## src/rtl/latch_readout_serializer.sv

```systemverilog
// Parallel-load, MSB-first serializer with a valid/ready handshake on the serial side.
// Three-state FSM (IDLE, SHIFT, DONE); every output comes from a register.
module latch_readout_serializer #(
  parameter int unsigned WIDTH = 8
) (
  input  logic             clk,
  input  logic             rst_n,
  input  logic [WIDTH-1:0] D,
  input  logic             load,
  input  logic             sout_ready,
  output logic             Q,
  output logic             Qdash,
  output logic             valid,
  output logic             busy,
  output logic             done
);

  localparam int unsigned CntW = (WIDTH > 1) ? $clog2(WIDTH) : 1;

  typedef enum logic [1:0] {
    StIdle  = 2'd0,
    StShift = 2'd1,
    StDone  = 2'd2
  } state_e;

  state_e           r_state;
  logic [WIDTH-1:0] r_shift;
  logic [CntW-1:0]  r_cnt;
  logic             r_q;
  logic             r_valid;
  logic             r_busy;
  logic             r_done;

  // Outputs are loaded with the values for the state being entered, so they stay registered.
  always_ff @(posedge clk) begin
    if (!rst_n) begin
      r_state <= StIdle;
      r_shift <= '0;
      r_cnt   <= '0;
      r_q     <= 1'b0;
      r_valid <= 1'b0;
      r_busy  <= 1'b0;
      r_done  <= 1'b0;
    end else begin
      case (r_state)
        StIdle: begin
          if (load) begin
            r_state <= StShift;
            r_shift <= D;
            r_cnt   <= CntW'(WIDTH - 1);
            r_q     <= D[WIDTH-1];
            r_valid <= 1'b1;
            r_busy  <= 1'b1;
            r_done  <= 1'b0;
          end
        end
        StShift: begin
          if (sout_ready) begin
            if (r_cnt != '0) begin
              r_shift <= {r_shift[WIDTH-2:0], 1'b0};
              r_cnt   <= r_cnt - CntW'(1);
              r_q     <= r_shift[WIDTH-2];
            end else begin
              r_state <= StDone;
              r_shift <= '0;
              r_q     <= 1'b0;
              r_valid <= 1'b0;
              r_done  <= 1'b1;
            end
          end
        end
        StDone: begin
          r_state <= StIdle;
          r_busy  <= 1'b0;
          r_done  <= 1'b0;
        end
        default: begin
          r_state <= StIdle;
          r_shift <= '0;
          r_cnt   <= '0;
          r_q     <= 1'b0;
          r_valid <= 1'b0;
          r_busy  <= 1'b0;
          r_done  <= 1'b0;
        end
      endcase
    end
  end

  assign Q     = r_q;
  assign Qdash = ~r_q;
  assign valid = r_valid;
  assign busy  = r_busy;
  assign done  = r_done;

endmodule

```

## config.mk

```make
export PLATFORM = sky130hd
export DESIGN_NAME = latch_readout_serializer
export DESIGN_NICKNAME = d
export VERILOG_FILES = /design/src/rtl/latch_readout_serializer.sv
export SDC_FILE = /design/constraint.sdc
export NUM_CORES = 1
export LEC_CHECK = 0
export CAP_MARGIN = 20
export CORE_AREA = 2 2 54 56
export CTS_CLUSTER_DIAMETER = 200
export DETAILED_ROUTE_END_ITERATION = 10
export DIE_AREA = 0 0 56 58
export SKIP_LAST_GASP = 1
export SYNTH_ARGS = -nofsm -noshare
export SYNTH_HDL_FRONTEND = slang
export SYNTH_SLANG_ARGS = --single-unit
export TNS_END_PERCENT = 1
```

## constraint.sdc

```tcl
create_clock -name clk -period 1.8 [get_ports clk]
set_input_delay 0.36 -clock clk [delete_from_list [all_inputs] [get_ports clk]]
set_output_delay 0.36 -clock clk [all_outputs]
set_load 0.005 [all_outputs]
```

# Word-level counts from Yosys, hierarchy flattened
# Cells that the tools add are included.
# op_classes
addsub	1
mul	0
n_div	0
order_cmp	0
n_eq_ne	6
n_shift	0
muxes	25
bitwise_logic	3
n_reduce_logical	7
# ops
operator	count
two-way mux 7 bit	3
one-hot mux 7 bit (3 select lines)	1
two-way mux 1 bit	9
two-way mux 3 bit	3
one-hot mux 3 bit (3 select lines)	1
!= test 2 bit, second input constant	4
AND reduction 4 bit	2
two-way mux 2 bit	3
one-hot mux 1 bit (3 select lines)	2
AND reduction 3 bit	2
one-hot mux 1 bit (2 select lines)	2
one-hot mux 2 bit (2 select lines)	1
inverter 1 bit	3
nonzero test 3 bit	1
subtractor 3 x 1 -> 3 bit, second input constant	1
== test 2 x 1 -> 1 bit, second input constant	1
== test 2 bit, second input constant	1
logical NOT 2 bit	1
AND reduction 2 bit	1
# totals
regBits	16
latch_bits	0
ram_bits	0
rom_bits	0
input_bits	12
out_inout_bits	5
wordCells	49
memories	0

# Depth between registers and ports, before layout
# depth
word_depth	4
depth_mapped	7

# Worst setup path after synthesis
# OpenSTA, ideal clock, no wires.
# synth_timing
path_kind	flip-flop to flip-flop
start	register r_cnt[0]
end	register r_cnt[0]
setup_time_ns	0.128
arrival_time_ns	1.135
required_ns	1.672
slack_ns	0.537
path_stages_with_launch	7
n_path_buf	1
synth_period_minus_slack_ns	1.263
cell_sequence	dfxtp_1 -> inv_1 -> ha_1 -> nor2b_1 -> clkbuf_2 -> o221ai_2 -> o21ai_0
# synth_via
elab_chain_cells	4
# synth_lines
element	line_no	source
from (decl)	28	logic [CntW-1:0] r_cnt;
from (signal assigned)	50	r_cnt <= CntW'(WIDTH - 1);
from (signal assigned)	61	r_cnt <= r_cnt - CntW'(1);
subtractor 3 x 1 -> 3 bit	61	
two-way mux 3 bit	59	if (r_cnt != '0) begin
two-way mux 3 bit	58	if (sout_ready) begin
one-hot mux 3 bit (3 select lines)	45	case (r_state)
# Several ways; a longest one is shown, not always the timed one. The select of a mux whose other input is x is not followed.
# A chain may end at the register's enable or synchronous reset.

==> metrics.txt <==
# TYPE chip_impl_metric gauge
chip_impl_metric{name="clk-insertion-delay-late",unit="ns"} 0.29
chip_impl_info{name="tritoncts",value="yes"} 1
chip_impl_info{name="grt-busiest-layer",value="met2"} 1
chip_impl_info{name="crit_path_start_kind",value="flip-flop"} 1
chip_impl_info{name="timing.rr.end",value="r_shift[5]"} 1
chip_impl_metric{name="cts_post_setup_buffers_inserted",unit=""} 0
chip_impl_info{name="root_buffer",value="sky130_fd_sc_hd__clkbuf_4"} 1
chip_impl_metric{name="use_met3",unit=""} 0.0156
chip_impl_metric{name="r2r_slack",unit="ns"} 0.34
chip_impl_info{name="outcome",value="completed"} 1
chip_impl_metric{name="number_of_diodes_added_for_antenna_fixing",unit=""} 0
chip_impl_metric{name="synth_area_per_cell",unit="um^2"} 8.44
chip_impl_metric{name="floorplan.die.width",unit="um"} 56
chip_impl_metric{name="slowest_cell_delay_on_critical_path",unit="ns"} 0.55
chip_impl_metric{name="die_h",unit="um"} 58
chip_impl_metric{name="bufs_on_longest_clock_path",unit=""} 2
chip_impl_metric{name="final_min_period_over_clock_period",unit=""} 0.925
chip_impl_metric{name="antenna_found_initial",unit=""} 0
chip_impl_metric{name="global_route.usage.total",unit=""} 0.120
chip_impl_metric{name="port-buffer-count",unit=""} 16
chip_impl_info{name="r2r-start",value="r_cnt[0]"} 1
chip_impl_metric{name="asyncSetResetFlopFracSynth",unit=""} 0
chip_impl_metric{name="clock-sinks",unit=""} 15
chip_impl_metric{name="timing.critical_path.fanout_max",unit=""} 6
chip_impl_metric{name="register_cell_area_after_layout",unit="um^2"} 300
chip_impl_metric{name="total_non_filler_cell_area_in_the_finished_layout",unit="mm^2"} 0.00104
chip_impl_info{name="rsz0062_at_grt",value="false"} 1
chip_impl_info{name="holdCritPathClass",value="reg -> reg"} 1
chip_impl_metric{name="post_cts.resized_instances",unit=""} 0
chip_impl_metric{name="multi_input_comb_area",unit="um^2"} 449
chip_impl_metric{name="design_power_total",unit="W"} 0.000835
chip_impl_metric{name="syn_area",unit="um^2"} 827
chip_impl_metric{name="die_area",unit="mm^2"} 0.00325
chip_impl_metric{name="worst_ep_required_time",unit="ns"} 1.44
chip_impl_metric{name="fin_nets",unit=""} 131
chip_impl_metric{name="rows",unit=""} 19
chip_impl_info{name="holdPathEnd",value="r_cnt[1]"} 1
chip_impl_metric{name="synthesis_to_layout_area_growth",unit="%"} 26.0
chip_impl_metric{name="pin_count_of_the_biggest_net_entering_global_routing",unit=""} 29
chip_impl_info{name="hold_path.startpoint",value="r_cnt[1]"} 1
chip_impl_metric{name="ys_seq_area_frac",unit=""} 0.363
chip_impl_metric{name="slew_at_the_pin_closest_to_its_max_slew_limit",unit="ns"} 0.348
chip_impl_metric{name="globalplace.congestion",unit=""} 0.731
chip_impl_metric{name="number_of_failing_hold_endpoints_at_the_final_stage",unit=""} 0
chip_impl_metric{name="drc",unit=""} 0
chip_impl_metric{name="initial_core_util",unit=""} 0.311
chip_impl_metric{name="fin_worst_skew",unit="ns"} 0.00156
chip_impl_metric{name="dr.pass1.iters",unit=""} 4
chip_impl_metric{name="drtIter0Drc",unit=""} 7
chip_impl_metric{name="pwr-share-comb",unit=""} 0.303
chip_impl_metric{name="synthesis.instances",unit=""} 98
chip_impl_metric{name="ys_ff_latch",unit=""} 15
chip_impl_metric{name="worst_setup_hold_path_clk_slew",unit="ns"} 0.09
chip_impl_info{name="crit_family",value="buffers and inverters"} 1
chip_impl_metric{name="placed_cell_areas",unit="mm^2"} 0.00102
chip_impl_metric{name="min_delay_path_depth",unit=""} 2
chip_impl_metric{name="finalCriticalPeriod",unit="ns"} 1.66
chip_impl_metric{name="post_drt_via_cell_ratio",unit=""} 4.98
chip_impl_metric{name="powerDensity",unit="mW/mm^2"} 801
chip_impl_metric{name="final_util",unit=""} 0.391
chip_impl_metric{name="routed_length_per_placed_instance",unit="um"} 11.3
chip_impl_metric{name="count_of_pins_over_their_slew_limit",unit=""} 0
chip_impl_metric{name="final.fill_count",unit=""} 289
chip_impl_metric{name="power_report.internal_total",unit="W"} 0.000581
chip_impl_metric{name="dp_hpwl",unit="mm"} 1.24
chip_impl_metric{name="setup_viol_count_final",unit=""} 0
chip_impl_info{name="ys_dominant_reg_cell",value="sky130_fd_sc_hd__dfxtp_1"} 1
chip_impl_metric{name="achievable-frequency",unit="GHz"} 0.601
chip_impl_metric{name="timing.max_cap.violations",unit=""} 0
chip_impl_metric{name="grt_pass1_vias",unit=""} 724
chip_impl_info{name="path_cells",value="clkdlybuf4s50_1"} 1
chip_impl_metric{name="power.switching_fraction",unit=""} 0.304
chip_impl_metric{name="cellLeakagePower",unit="nW"} 0.397
chip_impl_metric{name="critPathArrivalTime",unit="ns"} 1.30
chip_impl_metric{name="antenna_left",unit=""} 0
chip_impl_metric{name="cts_inserted_buffers",unit=""} 3
chip_impl_metric{name="routed_wirelength",unit="mm"} 1.66
chip_impl_metric{name="slew-limit-headroom",unit=""} 0.768
chip_impl_info{name="critPathCaptureType",value="primary output"} 1
chip_impl_metric{name="power.net_switching",unit="W"} 0.000254
chip_impl_metric{name="peakVddDrop",unit="mV"} 0.341
chip_impl_metric{name="grt.overflow.total",unit=""} 0
chip_impl_metric{name="placed_cells_incl_taps",unit=""} 143
chip_impl_metric{name="grt_use_met2",unit=""} 0.195
chip_impl_info{name="critical_setup_path_kind",value="reg -> out"} 1
chip_impl_metric{name="routed-via-count",unit=""} 732
chip_impl_metric{name="path_buf_inv",unit=""} 1
chip_impl_metric{name="io_pins",unit=""} 17
chip_impl_metric{name="seqPwrFrac",unit=""} 0.461
chip_impl_metric{name="yosys_warnings",unit=""} 0
chip_impl_metric{name="synthDistinctLibCells",unit=""} 32
chip_impl_metric{name="cts_htree_levels",unit=""} 1
chip_impl_metric{name="grt_util_met1",unit=""} 0.148
chip_impl_metric{name="drive_above_1_share",unit=""} 0.112
chip_impl_metric{name="grt_first_pass_wirelength",unit="mm"} 3.04
chip_impl_metric{name="clock_power_share",unit=""} 0.236
chip_impl_metric{name="placeable_core_region",unit="mm^2"} 0.00266
chip_impl_metric{name="setup_tns",unit="ns"} 0
chip_impl_metric{name="instances_no_fill",unit=""} 147
chip_impl_metric{name="synth.net_count",unit=""} 112
chip_impl_metric{name="cts-hold-fix-buffers",unit=""} 0
chip_impl_metric{name="ff2ff_path_depth",unit=""} 7
chip_impl_metric{name="synth-edff-count",unit=""} 0
chip_impl_info{name="critPathSlowestCell",value="sky130_fd_sc_hd__clkdlybuf4s50_1"} 1
==> per-stage QoR <==
| stage | hold slack, ns | worst slack, ns |
|---|---|---|
| after floorplan | 0.436 | 0.537 |
| after global placement | 0.449 | 0.111 |
| after detailed placement | 0.459 | 0.0462 |
| after CTS | 0.475 | 0.125 |
| after global routing | 0.514 | 0.0900 |
| final | 0.469 | 0.135 |
==> Yosys cell counts (all sizes together) (3+ instances only) <==
master / number / area share
dfxtp: 15 / 0.36
nand2: 12 / 0.057
nor2b: 11 / 0.083
inv: 10 / 0.045
a22oi: 7 / 0.064
o22ai: 7 / 0.053
a21oi: 6 / 0.050
buf: 4 / 0.038
nor2: 4 / 0.021
o21ai: 3 / 0.018
==> power by group through the flow <==
stage / clock network (W) / registers (W) / logic [W]
2_1_floorplan: 0 / 0.000391 / 0.000177
3_3_place_gp: 0 / 0.000393 / 0.000250
3_5_place_dp: 0 / 0.000393 / 0.000255
4_1_cts: 0.000201 / 0.000385 / 0.000256
5_1_grt: 0.000216 / 0.000390 / 0.000289
6_report: 0.000197 / 0.000385 / 0.000253
==> routing by layer <==
layer / share of wire / vias up / wire length, um
met5: 0 / - / 0
met4: 0.036 / 0 / 59
met3: 0.013 / 5 / 22
met2: 0.48 / 7 / 799
met1: 0.47 / 343 / 779
li1: - / 377 / -
==> worst max path at each step <==
stage | start | endpoint | slack (ns) | depth (start not counted)
floorplan | r_cnt[0] | r_cnt[0] | 0.54 | 6
global placement | load | Q | 0.11 | 5
detailed placement | load | r_shift[3] | 0.05 | 5
CTS | r_state[1] | done | 0.12 | 1
global route | r_state[1] | done | 0.09 | 1
finish | r_state[1] | done | 0.14 | 1
==> flip-flops by register name, summed over array words and instances (netlist names) <==
signal and cells:
Q 1, busy 1, r_state 2, r_cnt 3, r_shift 7, valid 1
==> cells by family after synthesis <==
logic type | Yosys count | synth area share
xor+xnor | 1 | 0.0106
buf+inv | 16 | 0.0938
simple gates | 36 | 0.260
fa+ha+maj | 2 | 0.0303
compound gates | 28 | 0.242
flops | 15 | 0.363
==> final cells by class <==
cell class                      instances  share of cell area
Clock buffer                            4              0.0252
Inverter                               10              0.0360
Multi-Input combinational cell         67               0.431
Sequential cell                        15               0.288
Tap cell                               31              0.0372
Timing Repair Buffer                   20               0.182
==> cell usage in the layout, fill, tap and decap left out <==
cell type	instances
sky130_fd_sc_hd__a211oi_1	1
sky130_fd_sc_hd__a21oi_1	5
sky130_fd_sc_hd__a21oi_4	1
sky130_fd_sc_hd__a22oi_1	7
sky130_fd_sc_hd__a32o_1	1
sky130_fd_sc_hd__and3b_1	1
sky130_fd_sc_hd__and4b_1	1
sky130_fd_sc_hd__buf_4	4
sky130_fd_sc_hd__clkbuf_1	1
sky130_fd_sc_hd__clkbuf_4	3
sky130_fd_sc_hd__clkdlybuf4s50_1	16
sky130_fd_sc_hd__dfxtp_1	15
sky130_fd_sc_hd__ha_1	2
sky130_fd_sc_hd__inv_1	10
sky130_fd_sc_hd__nand2_1	11
sky130_fd_sc_hd__nand2_2	1
sky130_fd_sc_hd__nand2b_1	1
sky130_fd_sc_hd__nand2b_4	1
sky130_fd_sc_hd__nand3_1	2
sky130_fd_sc_hd__nor2_1	3
sky130_fd_sc_hd__nor2_2	1
sky130_fd_sc_hd__nor2b_1	11
sky130_fd_sc_hd__nor3b_1	1
sky130_fd_sc_hd__nor3b_4	1
sky130_fd_sc_hd__o21a_1	2
sky130_fd_sc_hd__o21ai_0	2
sky130_fd_sc_hd__o21ai_1	1
sky130_fd_sc_hd__o221ai_2	1
sky130_fd_sc_hd__o22ai_1	7
sky130_fd_sc_hd__or2_1	1
sky130_fd_sc_hd__xnor2_1	1
No activity file was read; power rests on OpenSTA's default activity.
==> patch, RTL diff (config.mk and constraints unchanged) <==
Make the reset (`rst_n`) asynchronous in one clocked block.
--- a/src/rtl/latch_readout_serializer.sv
+++ b/src/rtl/latch_readout_serializer.sv
@@ -34,3 +34,3 @@
   // Outputs are loaded with the values for the state being entered, so they stay registered.
-  always_ff @(posedge clk) begin
+  always_ff @(posedge clk or negedge rst_n) begin
     if (!rst_n) begin
Check against the original RTL: differs if rst_n is asserted again (counterexample within 4 cycles, from zero or initial values and one cycle with rst_n low); with rst_n held inactive, the same outputs for 10 cycles.
==> patch against the original RTL <==
- count of clock-buffer cells in the layout unchanged
- design area up 7.7%
- synthesized cell count fell by 10%
- die area did not move
- hold slack worse by 0.088 ns
- worst setup slack better by 0.014 ns
- non-clock buffer count is 3 higher
- wire length up 18%
- fmax rose by 0.87%
- sequential cell count stayed put
- area after synthesis up 7.6%
- clock skew rose by 0.00065 ns
Power is not compared: it rests on default switching activity, and its combinational part moved more than twofold at a synthesized area within 25%.
==> patch: results (changes against the original RTL) <==
| Metric | Value |
|---|---|
| Met2 usage | 21.7% (+2.2 points) |
| Setup Skew | 0.00221 ns (+0.000654 ns) |
| Via count | 738 (+0.82%) |
| CP peak stage delay | 0.53 ns (-0.02 ns) |
| Main area contributors after synthesis | dfrtp_1 42%, nand3b_1 13%, a221o_1 7.9% |
| Layout cells sized above 1 | 14.8% (+3.6 points) |
| Worst slack, placed | 0.0706 ns (+0.0244 ns) |
| Met3 wire length | 68 um (+210%) |
| Clk buf depth | 2 (unchanged) |
| Seq pwr | 0.000625 W |
| Met3 GRT Util | 5.13% (+3.6 points) |
| First-pass GRT wire length | 3.53 mm (+16%) |
| Status | finished, final reports clean |
| Post-DP HPWL | 1.40 mm (+13%) |
| CTS H-tree lvls | 1 (unchanged) |
| Asr flop ratio synth | 100% (+100 points) |
| Nets | 123 (-6.1%) |
| Maximum VDD drop | between 0.7 and 0.8 mV |
| Worst skew pair latency | between 0.2 and 0.3 ns |
| Biggest regs | r_shift: 7 flops, r_cnt: 3 flops, r_state: 2 flops |
| Synth unique cells | 28 (-13%) |
| Final GP Congestion | 0.693 (-5.2%) |
| Sequential fraction of the synthesis area | 42.2% (+5.9 points) |
| Top layer in use | met3 |
| DR vias/cell | 5.31 (+6.6%) |
| Ys flop type | dfrtp_1 |
| DP Area | 0.00109 mm2 (+7.8%) |
| Filler cells | 266 (-8.0%) |
| Worst Max-Slew Pin Slew | 0.438 ns (+0.0907 ns) |
| Syn Nets | 102 (-8.9%) |
| Cell count after synthesis | 88 (-10%) |
| Vias in the first global route | 727 (+0.41%) |
| Routing usage on met1 | 19.0% (+4.2 points) |
| Overall Global Routing Usage | 13.9% (+1.9 points) |
| Post-Route WL | 1.96 mm (+18%) |
| Post-Place Cells | 135 (-5.6%) |
| M1 WL | 981 um (+26%) |
| HP Class | input pin to async pin |
| Metal2 WL | 905 um (+13%) |
| CP max FO | 10 (+4) |
| Largest net degree at the start of global routing | 16 (-45%) |
| DR iter-0 viols | 22 (+15) |
| List of most frequent post-synthesis cells | 15 x dfrtp_1, 15 x nand3b_1, 10 x a21oi_1, 7 x a221o_1, 5 x inv_1 |
patch: worst paths after layout:
| path | from | endpoint | slack [ns] | cells after the start |
|---|---|---|---|---|
| min in group clk | valid | valid | 0.53 | 1 |
| max in group asynchronous | rst_n | r_state[1] | 1.22 | 2 |
| max reg2reg | r_cnt[0] | r_shift[4] | 0.38 | 5 |
| min | rst_n | r_shift[1] | 0.38 | 2 |
| max | r_state[1] | done | 0.15 | 1 |
| min reg2reg | valid | valid | 0.53 | 1 |
patch: logic make-up after synthesis:
family	Yosys count	share of synthesized area, %
fa+ha+maj	2	2.81
simple gates	34	27.1
compound gates	25	20.5
flops	15	42.2
buf+inv	12	7.31
patch: area by class of cell:
cell class | instances | area (um2) | share of cell area [%]
clock buffer | 4 | 26.3 | 2.34
inverter | 5 | 18.8 | 1.67
multi-input combinational | 61 | 449 | 40.0
sequential | 15 | 377 | 33.6
tap | 31 | 38.8 | 3.46
timing repair buffer | 23 | 213 | 19.0
